**config.mk**
```make
export PLATFORM = sky130hd
export DESIGN_NAME = dmem_arbiter
export DESIGN_NICKNAME = d
export VERILOG_FILES = /design/src/rtl/riscv_pkg.sv /design/src/rtl/rr_arbiter2.sv /design/src/rtl/dmem_arbiter.sv
export SDC_FILE = /design/constraint.sdc
export NUM_CORES = 1
export LEC_CHECK = 0
export CAP_MARGIN = 20
export CORE_MARGIN = 8
export CORE_UTILIZATION = 39
export CTS_CLUSTER_DIAMETER = 50
export DETAILED_ROUTE_END_ITERATION = 7
export PLACE_DENSITY_LB_ADDON = 0.08
export REMOVE_ABC_BUFFERS = 1
export SLEW_MARGIN = 10
export SYNTH_ARGS = -nofsm -noshare
export SYNTH_HDL_FRONTEND = slang
export SYNTH_SLANG_ARGS = --single-unit
export TNS_END_PERCENT = 20
```
**constraint.sdc**
```tcl
create_clock -name clk_i -period 1.7 [get_ports clk_i]
set_clock_uncertainty 0.2 [all_clocks]
set_input_delay 0.17 -clock clk_i [delete_from_list [all_inputs] [get_ports clk_i]]
set_output_delay 0.17 -clock clk_i [all_outputs]
set_load 0.02 [all_outputs]
```
**src/rtl/riscv_pkg.sv**
```systemverilog
// Shared RV32 types for the data-memory path: word width, access sizes and
// the data-memory arbiter state encoding.
package riscv_pkg;

  localparam int unsigned XLEN = 32;

  typedef enum logic [1:0] {
    BYTE = 2'b00,
    HALF = 2'b01,
    WORD = 2'b10
  } mem_size_t;

  typedef enum logic [1:0] {
    IDLE   = 2'b00,
    ACCESS = 2'b01,
    RESP   = 2'b10
  } dmem_arb_state_t;

  localparam logic [1:0] SIZE_ILLEGAL = 2'b11;

  // One-hot strobe for a two-requester port.
  function automatic logic [1:0] onehot2(input logic idx);
    return idx ? 2'b10 : 2'b01;
  endfunction

endpackage

```
**src/rtl/rr_arbiter2.sv**
```systemverilog
// Two-way round-robin arbiter: the pointer favours one requester on conflict
// and moves to the other side after every grant that is taken.
module rr_arbiter2 (
  input  logic       clk_i,
  input  logic       rst_ni,
  input  logic [1:0] req_i,
  input  logic       advance_i,
  output logic [1:0] gnt_o
);

  logic r_ptr;

  // Grant selection: a lone request always wins, a conflict goes to the pointer.
  always_comb begin
    if (req_i == 2'b11) begin
      gnt_o = r_ptr ? 2'b10 : 2'b01;
    end else begin
      gnt_o = req_i;
    end
  end

  // Pointer update: after a grant the loser becomes the favoured requester.
  always_ff @(posedge clk_i or negedge rst_ni) begin
    if (!rst_ni) begin
      r_ptr <= 1'b0;
    end else if (advance_i && (gnt_o != 2'b00)) begin
      r_ptr <= gnt_o[0];
    end else begin
      r_ptr <= r_ptr;
    end
  end

endmodule

```
**src/rtl/dmem_arbiter.sv**
```systemverilog
// Shares the single data-memory port between the core load/store path and the
// debug/DMA port; one transaction at a time, accept -> access -> respond.
module dmem_arbiter #(
  parameter int unsigned XLEN    = riscv_pkg::XLEN,
  parameter int unsigned NUM_REQ = 2
) (
  input  logic                              clk_i,
  input  logic                              rst_ni,
  input  logic [NUM_REQ-1:0]                req_valid_i,
  output logic [NUM_REQ-1:0]                req_ready_o,
  input  logic [NUM_REQ-1:0][XLEN-1:0]      req_addr_i,
  input  logic [NUM_REQ-1:0][XLEN-1:0]      req_wdata_i,
  input  logic [NUM_REQ-1:0]                req_we_i,
  input  logic [NUM_REQ-1:0][1:0]           req_size_i,
  input  logic [NUM_REQ-1:0]                req_sign_ext_i,
  output logic [NUM_REQ-1:0]                rsp_valid_o,
  output logic [XLEN-1:0]                   rsp_rdata_o,
  output logic                              mem_write_en_o,
  output logic [XLEN-1:0]                   mem_addr_o,
  output logic [XLEN-1:0]                   mem_wdata_o,
  output logic [1:0]                        mem_size_o,
  output logic                              mem_sign_ext_o,
  input  logic [XLEN-1:0]                   mem_rdata_i
);

  import riscv_pkg::*;

  dmem_arb_state_t    r_state;
  logic               r_owner;
  logic [XLEN-1:0]    r_addr;
  logic [XLEN-1:0]    r_wdata;
  logic [1:0]         r_size;
  logic               r_sign_ext;
  logic               r_mem_we;
  logic [NUM_REQ-1:0] r_rsp_valid;
  logic [XLEN-1:0]    r_rsp_rdata;

  logic [1:0] w_gnt;
  logic       w_idle;
  logic       w_accept;
  logic       w_sel;

  assign w_idle   = (r_state == IDLE);
  assign w_accept = w_idle && ((req_valid_i & w_gnt) != 2'b00);
  assign w_sel    = w_gnt[1];

  rr_arbiter2 u_rr (
    .clk_i     (clk_i),
    .rst_ni    (rst_ni),
    .req_i     (req_valid_i),
    .advance_i (w_accept),
    .gnt_o     (w_gnt)
  );

  // Ready is the live grant while idle, held low while reset is asserted.
  always_comb begin
    if (w_idle && rst_ni) begin
      req_ready_o = w_gnt;
    end else begin
      req_ready_o = 2'b00;
    end
  end

  // Transaction FSM; the captured request doubles as the memory-port drive.
  always_ff @(posedge clk_i or negedge rst_ni) begin
    if (!rst_ni) begin
      r_state     <= IDLE;
      r_owner     <= 1'b0;
      r_addr      <= {XLEN{1'b0}};
      r_wdata     <= {XLEN{1'b0}};
      r_size      <= WORD;
      r_sign_ext  <= 1'b0;
      r_mem_we    <= 1'b0;
      r_rsp_valid <= 2'b00;
      r_rsp_rdata <= {XLEN{1'b0}};
    end else begin
      case (r_state)
        IDLE: begin
          r_rsp_valid <= 2'b00;
          if (w_accept) begin
            r_state    <= ACCESS;
            r_owner    <= w_sel;
            r_addr     <= req_addr_i[w_sel];
            r_wdata    <= req_wdata_i[w_sel];
            r_size     <= req_size_i[w_sel];
            r_sign_ext <= req_sign_ext_i[w_sel];
            r_mem_we   <= req_we_i[w_sel];
          end else begin
            r_state  <= IDLE;
            r_mem_we <= 1'b0;
          end
        end
        ACCESS: begin
          r_state     <= RESP;
          r_mem_we    <= 1'b0;
          r_rsp_valid <= onehot2(r_owner);
          // Stores and illegal sizes return zero rather than bus garbage.
          if (r_mem_we || (r_size == SIZE_ILLEGAL)) begin
            r_rsp_rdata <= {XLEN{1'b0}};
          end else begin
            r_rsp_rdata <= mem_rdata_i;
          end
        end
        RESP: begin
          r_state     <= IDLE;
          r_mem_we    <= 1'b0;
          r_rsp_valid <= 2'b00;
        end
        default: begin
          r_state     <= IDLE;
          r_mem_we    <= 1'b0;
          r_rsp_valid <= 2'b00;
        end
      endcase
    end
  end

  assign rsp_valid_o    = r_rsp_valid;
  assign rsp_rdata_o    = r_rsp_rdata;
  assign mem_write_en_o = r_mem_we;
  assign mem_addr_o     = r_addr;
  assign mem_wdata_o    = r_wdata;
  assign mem_size_o     = r_size;
  assign mem_sign_ext_o = r_sign_ext;

endmodule

```
==> results.sh, run 1 <==
export IMPL_max_freq_mhz=568
export IMPL_synth_compound_area_share_pct=31.5
export IMPL_status="finished, violations left"
export IMPL_clk_transition_reported_paths_ns=0.07
export IMPL_numCtsBuffers=9
export IMPL_worstPathRequired_ns=1.33
export IMPL_floorplan_die_height_um=128
export IMPL_slowest_stage="dfrtp_1"
export IMPL_critical_path_cell_chain="nor2_4, buf_6, buf_12, and3_4, buf_6"
export IMPL_number_of_max_slew_violations_in_the_final_report=0
export IMPL_rsz_0062_raised_after_global_routing="true"
export IMPL_report_final_setup_viol=2
export IMPL_synthesis_area_per_instance_um2=10.1
export IMPL_finalHoldViolCount=105
export IMPL_io_buffers=275
export IMPL_post_route_util_pct=68.5
export IMPL_timing_critical_path_max_delay_family="flip-flops"
export IMPL_synth_area_leaders="dfrtp_1 54%, a21oi_1 7.1%, nand3_1 7.0%, a31oi_1 6.1%, o21ai_0 5.9%"
export IMPL_tritoncts="yes"
export IMPL_failed_checks="negative hold slack, negative setup slack"
export IMPL_setup_worst_path_start_class="flop"
export IMPL_die_w_um=128
export IMPL_synthesis_area_mm2=0.00490
export IMPL_drtIter0Drc=313
export IMPL_detail_route_wl_per_cell_um=21.9
export IMPL_initial_utilization_pct=39.3
export IMPL_synth_warnings=0
export IMPL_synthDistinctLibCells=24
export IMPL_cp_depth=5
export IMPL_holdWs_ns=-0.324
export IMPL_proportion_of_synthesized_area_in_mux_cells_pct=0
export IMPL_layout_cells_most_common="clkdlybuf4s50_1"
export IMPL_layout_common_cells="172 x clkdlybuf4s50_1, 105 x dfrtp_1, 70 x a21oi_1"
export IMPL_core_area_mm2=0.0125
export IMPL_post_synth_xor_area_fraction_pct=0
export IMPL_drt_wl_total_mm=20.4
export IMPL_slowest_delay_ns=0.41
export IMPL_power_density_mw_per_mm2=1770
export IMPL_first_global_vias=5454
export IMPL_globalRouteOverflowTotal=0
export IMPL_hold_class="primary input to async pin"
export IMPL_ff2ff_setup_slack_ns=0.04
export IMPL_final_nets=928
export IMPL_crit_buf_inv=3
export IMPL_max_clock_path_buffers=2
export IMPL_final_layout_size_suffix_gt1_share_pct=11.7
export IMPL_route_vias_total=5217
export IMPL_post_drt_via_cell_ratio=5.60
export IMPL_place_congestion=0.789
export IMPL_dpl_hpwl_mm=14.1
export IMPL_grt_pass1_wl_mm=30.4
export IMPL_synthSimpleGateAreaFrac_pct=8.35
export IMPL_worst_setup_path_endpoint="req_ready_o[1]"
export IMPL_critPathKind="flop to output pin"
export IMPL_synthDominantAreaCellType="dfrtp_1"
export IMPL_worstSkewPairLatency_ns=0.34
export IMPL_setup_total_negative_slack_ns=-0.108
export IMPL_tritoncts_num_sinks=106
export IMPL_antennaDiodeCount=0
export IMPL_synthAdderAreaFrac_pct=0
export IMPL_drt_pre_antenna_iters=5
export IMPL_synth_seq_cells=106
export IMPL_holdBufCountCts=1
export IMPL_die_footprint_mm2=0.0164
export IMPL_cp_startpoint="r_state[1]"
export IMPL_timing_rr_end="mem_addr_o[24]"
export IMPL_largest_family_of_logic_cells_by_synthesized_area="compound AO/OA/AOI/OAI gates"
export IMPL_final_period_utilization_pct=103
export IMPL_placementRows=41
export IMPL_synth_top_cell_area_share_pct=53.6
export IMPL_grt_max_degree=108
export IMPL_clock_root_buffer="clkbuf_16"
export IMPL_slew_headroom_pct=56.4
export IMPL_data_arrival_at_the_endpoint_of_the_critical_path_ns=1.39
export IMPL_netlist_instances=487
export IMPL_final_critical_path_setup_slack_ns=-0.0594
export IMPL_detail_route_antenna_nets=0
export IMPL_r2r_start="r_state[0]"
export IMPL_sequential_cell_area_fraction_in_the_yosys_report_pct=54.1
export IMPL_reg2reg_depth=8
export IMPL_fin_crit_period_ns=1.76
export IMPL_end_kind="output pin"
export IMPL_ios=276
export IMPL_antenna_found_initial=1
export IMPL_critPathMaxFanout=4
export IMPL_irDropWorstVdd_uv=667
export IMPL_max_cap_violations=0
export IMPL_crit_path_frequent_cell="buf_6"
export IMPL_total_leakage_power_nw=3.88
export IMPL_worst_slew_pin_slew_ns=0.653
export IMPL_area_growth_pct=74.2
export IMPL_track_usage_pct=23.9
export IMPL_drcViolationCount=0
export IMPL_cts_max_level=3
cell families after synthesis:
kind of cell,count (synthesis)
simple gates,79
flops,106
buf+inv,62
compound gates,240
registers in the layout, indices dropped and copies added (netlist names):
signal	count
mem_wdata_o	32
mem_write_en_o	1
u_rr.r_ptr	1
r_state	2
mem_sign_ext_o	1
mem_size_o	2
r_owner	1
rsp_rdata_o	32
rsp_valid_o	2
mem_addr_o	32
routing by layer:
layer	vias up	routed length [um]	track usage, %
li1	2374	-	-
met1	2518	7680	26.4
met2	289	9890	40.0
met3	34	2310	10.2
met4	2	550	8.60
met5	-	13	0
stage by stage:
step	setup WS, ns	hold slack [ns]	std cells	area, um^2	total power, W
finish	-0.0594	-0.324	932	8540	0.0151
global route	-0.127	-0.231	932	8540	0.0160
CTS	-0.104	-0.257	926	8300	0.0149
detailed placement	-0.264	0.116	899	7880	0.0126
global placement	-0.259	0.111	899	7880	0.0124
floorplan	-1.40	-0.326	428	4620	0.00827
area by class of cell:
| class | count | area [um^2] |
|---|---|---|
| Multi-Input combinational cell | 319 | 1980 |
| Timing Repair Buffer | 317 | 3380 |
| Clock buffer | 12 | 246 |
| Sequential cell | 106 | 2650 |
| Clock inverter | 3 | 40.0 |
| Tap cell | 172 | 215 |
| Inverter | 3 | 23.8 |
| Fill cell | 1021 | 3930 |
report_power, final:
part           total [W]  leakage (nW)  switching [W]  internal, W
registers        0.00437          1.25       0.000653      0.00372
logic            0.00867          2.49        0.00466      0.00401
clock network    0.00207         0.142       0.000901      0.00117
synthesized netlist by cell type:
cell type	number
a21oi_1	70
o21ai_0	58
a31oi_2	20
inv_1	1
buf_4	1
nand2b_1	2
dfstp_2	1
buf_2	12
nor2_1	2
clkbuf_1	40
dfrtp_1	105
a31oi_1	48
a211oi_2	1
or2_1	1
buf_6	6
nor2_2	1
and2_1	1
nand2_4	1
o21ai_1	10
a22o_1	33
inv_2	2
nand3_1	69
and3_1	1
and2b_1	1
repair_timing:
item	in CTS	in global routing
buffers inserted	8	2
setup endpoints to repair	127	101
resized for setup	74	50
pin swaps	1	0
cloned	3	4
endpoints found under the hold margin	106	105
worst min path at each step:
stage	from	endpoint	slack (ns)	depth (start not counted)
floorplan	rst_ni	mem_addr_o[0]	-0.33	0
global placement	rst_ni	rsp_rdata_o[17]	0.11	2
detailed placement	rst_ni	rsp_rdata_o[22]	0.12	2
CTS	rst_ni	rsp_rdata_o[17]	-0.26	2
global route	rst_ni	rsp_rdata_o[3]	-0.23	2
finish	rst_ni	rsp_rdata_o[26]	-0.32	2
Power figures use the tool's default switching activity.
==> inputs of run 2 (changes only) <==
- SETUP_SLACK_MARGIN: unset -> 0.05
==> results.sh, run 2 (synthesized netlist as in run 1, its figures left out) <==
export IMPL_detail_route_wl_per_cell_um=21.9
export IMPL_placementRows=41
export IMPL_total_leakage_power_nw=3.50
export IMPL_die_footprint_mm2=0.0164
export IMPL_status="finished, violations left"
export IMPL_clk_transition_reported_paths_ns=0.07
export IMPL_failed_checks="negative hold slack, negative setup slack"
export IMPL_number_of_placed_cells_counting_well_taps=899
export IMPL_core_area_mm2=0.0125
export IMPL_power_density_mw_per_mm2=1770
export IMPL_number_of_max_slew_violations_in_the_final_report=0
export IMPL_drt_wl_total_mm=20.3
export IMPL_numCtsBuffers=9
export IMPL_die_w_um=128
export IMPL_instances_no_fill=929
export IMPL_area_growth_pct=70.0
export IMPL_antenna_found_initial=1
export IMPL_place_worst_setup_slack_ns=-0.264
export IMPL_critPathKind="flop to output pin"
export IMPL_place_congestion=0.789
export IMPL_final_nets=925
export IMPL_critPathMaxFanout=4
export IMPL_setup_worst_path_start_class="flop"
export IMPL_max_clock_path_buffers=2
export IMPL_max_cap_violations=0
export IMPL_grt_most_used_layer="met2"
export IMPL_final_period_utilization_pct=101
export IMPL_setup_total_negative_slack_ns=-0.0193
export IMPL_cts_max_level=3
export IMPL_first_global_vias=5437
export IMPL_tritoncts="yes"
export IMPL_met2_usage_pct=39.7
export IMPL_ios=276
export IMPL_worstPathRequired_ns=1.33
export IMPL_layout_cells_most_common="clkdlybuf4s50_1"
export IMPL_fin_crit_period_ns=1.72
export IMPL_detail_route_antenna_nets=0
export IMPL_end_kind="output pin"
export IMPL_globalRouteOverflowTotal=0
export IMPL_tritoncts_num_sinks=106
export IMPL_dpl_hpwl_mm=14.1
export IMPL_clock_root_buffer="clkbuf_16"
export IMPL_holdWs_ns=-0.290
export IMPL_route_vias_total=5177
export IMPL_initial_utilization_pct=39.3
export IMPL_grt_max_degree=108
export IMPL_rsz_0062_raised_after_global_routing="true"
export IMPL_drt_pre_antenna_iters=4
export IMPL_met1_usage_pct=25.6
export IMPL_holdBufCountCts=1
export IMPL_slew_headroom_pct=57.1
export IMPL_io_buffers=275
export IMPL_hold_class="primary input to async pin"
export IMPL_drtIter0Drc=300
export IMPL_grt_pass1_wl_mm=30.2
export IMPL_final_layout_size_suffix_gt1_share_pct=11.4
export IMPL_worstSkewPairLatency_ns=0.34
export IMPL_report_final_setup_viol=1
export IMPL_track_usage_pct=23.5
export IMPL_layout_common_cells="168 x clkdlybuf4s50_1, 105 x dfrtp_1, 102 x dlygate4sd2_1"
export IMPL_irDropWorstVdd_uv=638
export IMPL_max_freq_mhz=582
export IMPL_antennaDiodeCount=0
export IMPL_finalHoldViolCount=105
export IMPL_met3_use_gr_pct=10.2
export IMPL_worst_slew_pin_slew_ns=0.644
export IMPL_final_critical_path_setup_slack_ns=-0.0193
export IMPL_floorplan_die_height_um=128
export IMPL_data_arrival_at_the_endpoint_of_the_critical_path_ns=1.35
export IMPL_post_drt_via_cell_ratio=5.57
export IMPL_drcViolationCount=0
## run 2: cell count changes in the layout (fill, tap and decap cells not counted), sizes merged
cell and change:
buf -4, bufbuf +1, clkbuf +1, clkdlybuf4s50 -4, dlygate4sd2 +44, dlymetal6s2s -41
## run 2: final timing paths
kind,startpoint,end,slack [ns],depth (start not counted)
hold reg to reg,r_owner,rsp_valid_o[0],0.28,1
min in group clk_i,req_valid_i[1],mem_size_o[1],0.10,4
setup / recovery,r_state[1],req_ready_o[1],-0.02,4
max in group asynchronous,rst_ni,mem_addr_o[27],1.14,2
hold / removal,rst_ni,rsp_rdata_o[26],-0.29,2
setup reg to reg,r_state[1],mem_wdata_o[24],0.03,7
## run 2: area by class of cell
type / instances / area (um^2)
clock buffers: 12 / 246
multi-input cells: 319 / 1980
clock inverters: 3 / 40.0
well taps: 172 / 215
flip-flops and latches: 106 / 2650
repair buffers: 314 / 3180
fillers: 1058 / 4130
inverters: 3 / 23.8
## run 2: per-layer routing
metal,share of wire (%),routed length (um)
met5,0.064,13
met4,2.8,571
met3,11,2250
met2,48,9840
met1,38,7630
## run 2: report_power, final
part / switching, W / internal [W]
Combinational: 0.00462 / 0.00365
Clock: 0.000904 / 0.00117
Sequential: 0.000649 / 0.00372
Total: 0.00617 / 0.00854
## run 2: timing repair
action | in CTS | in global routing
pin swaps | 2 | 1
hold endpoints to repair | 106 | 105
endpoints found under the setup margin | 173 | 53
cloned | 2 | 4
gates resized for setup | 120 | 10
buffers inserted | 8 | 0
## run 2: critical path: stages (launching register included)
cell,delay (ns)
dfrtp_1,0.40
nor2_4,0.19
buf_12,0.13
and3_1,0.16
buf_6,0.13
## run 2: stage by stage
stage,power [W],util [%],instance area [um^2]
2_1_floorplan,0.00827,-,4620
3_3_place_gp,0.0124,63.2,7880
3_5_place_dp,0.0126,63.2,7880
4_1_cts,0.0144,65.9,8210
5_1_grt,0.0156,66.8,8330
6_report,0.0147,66.8,8330
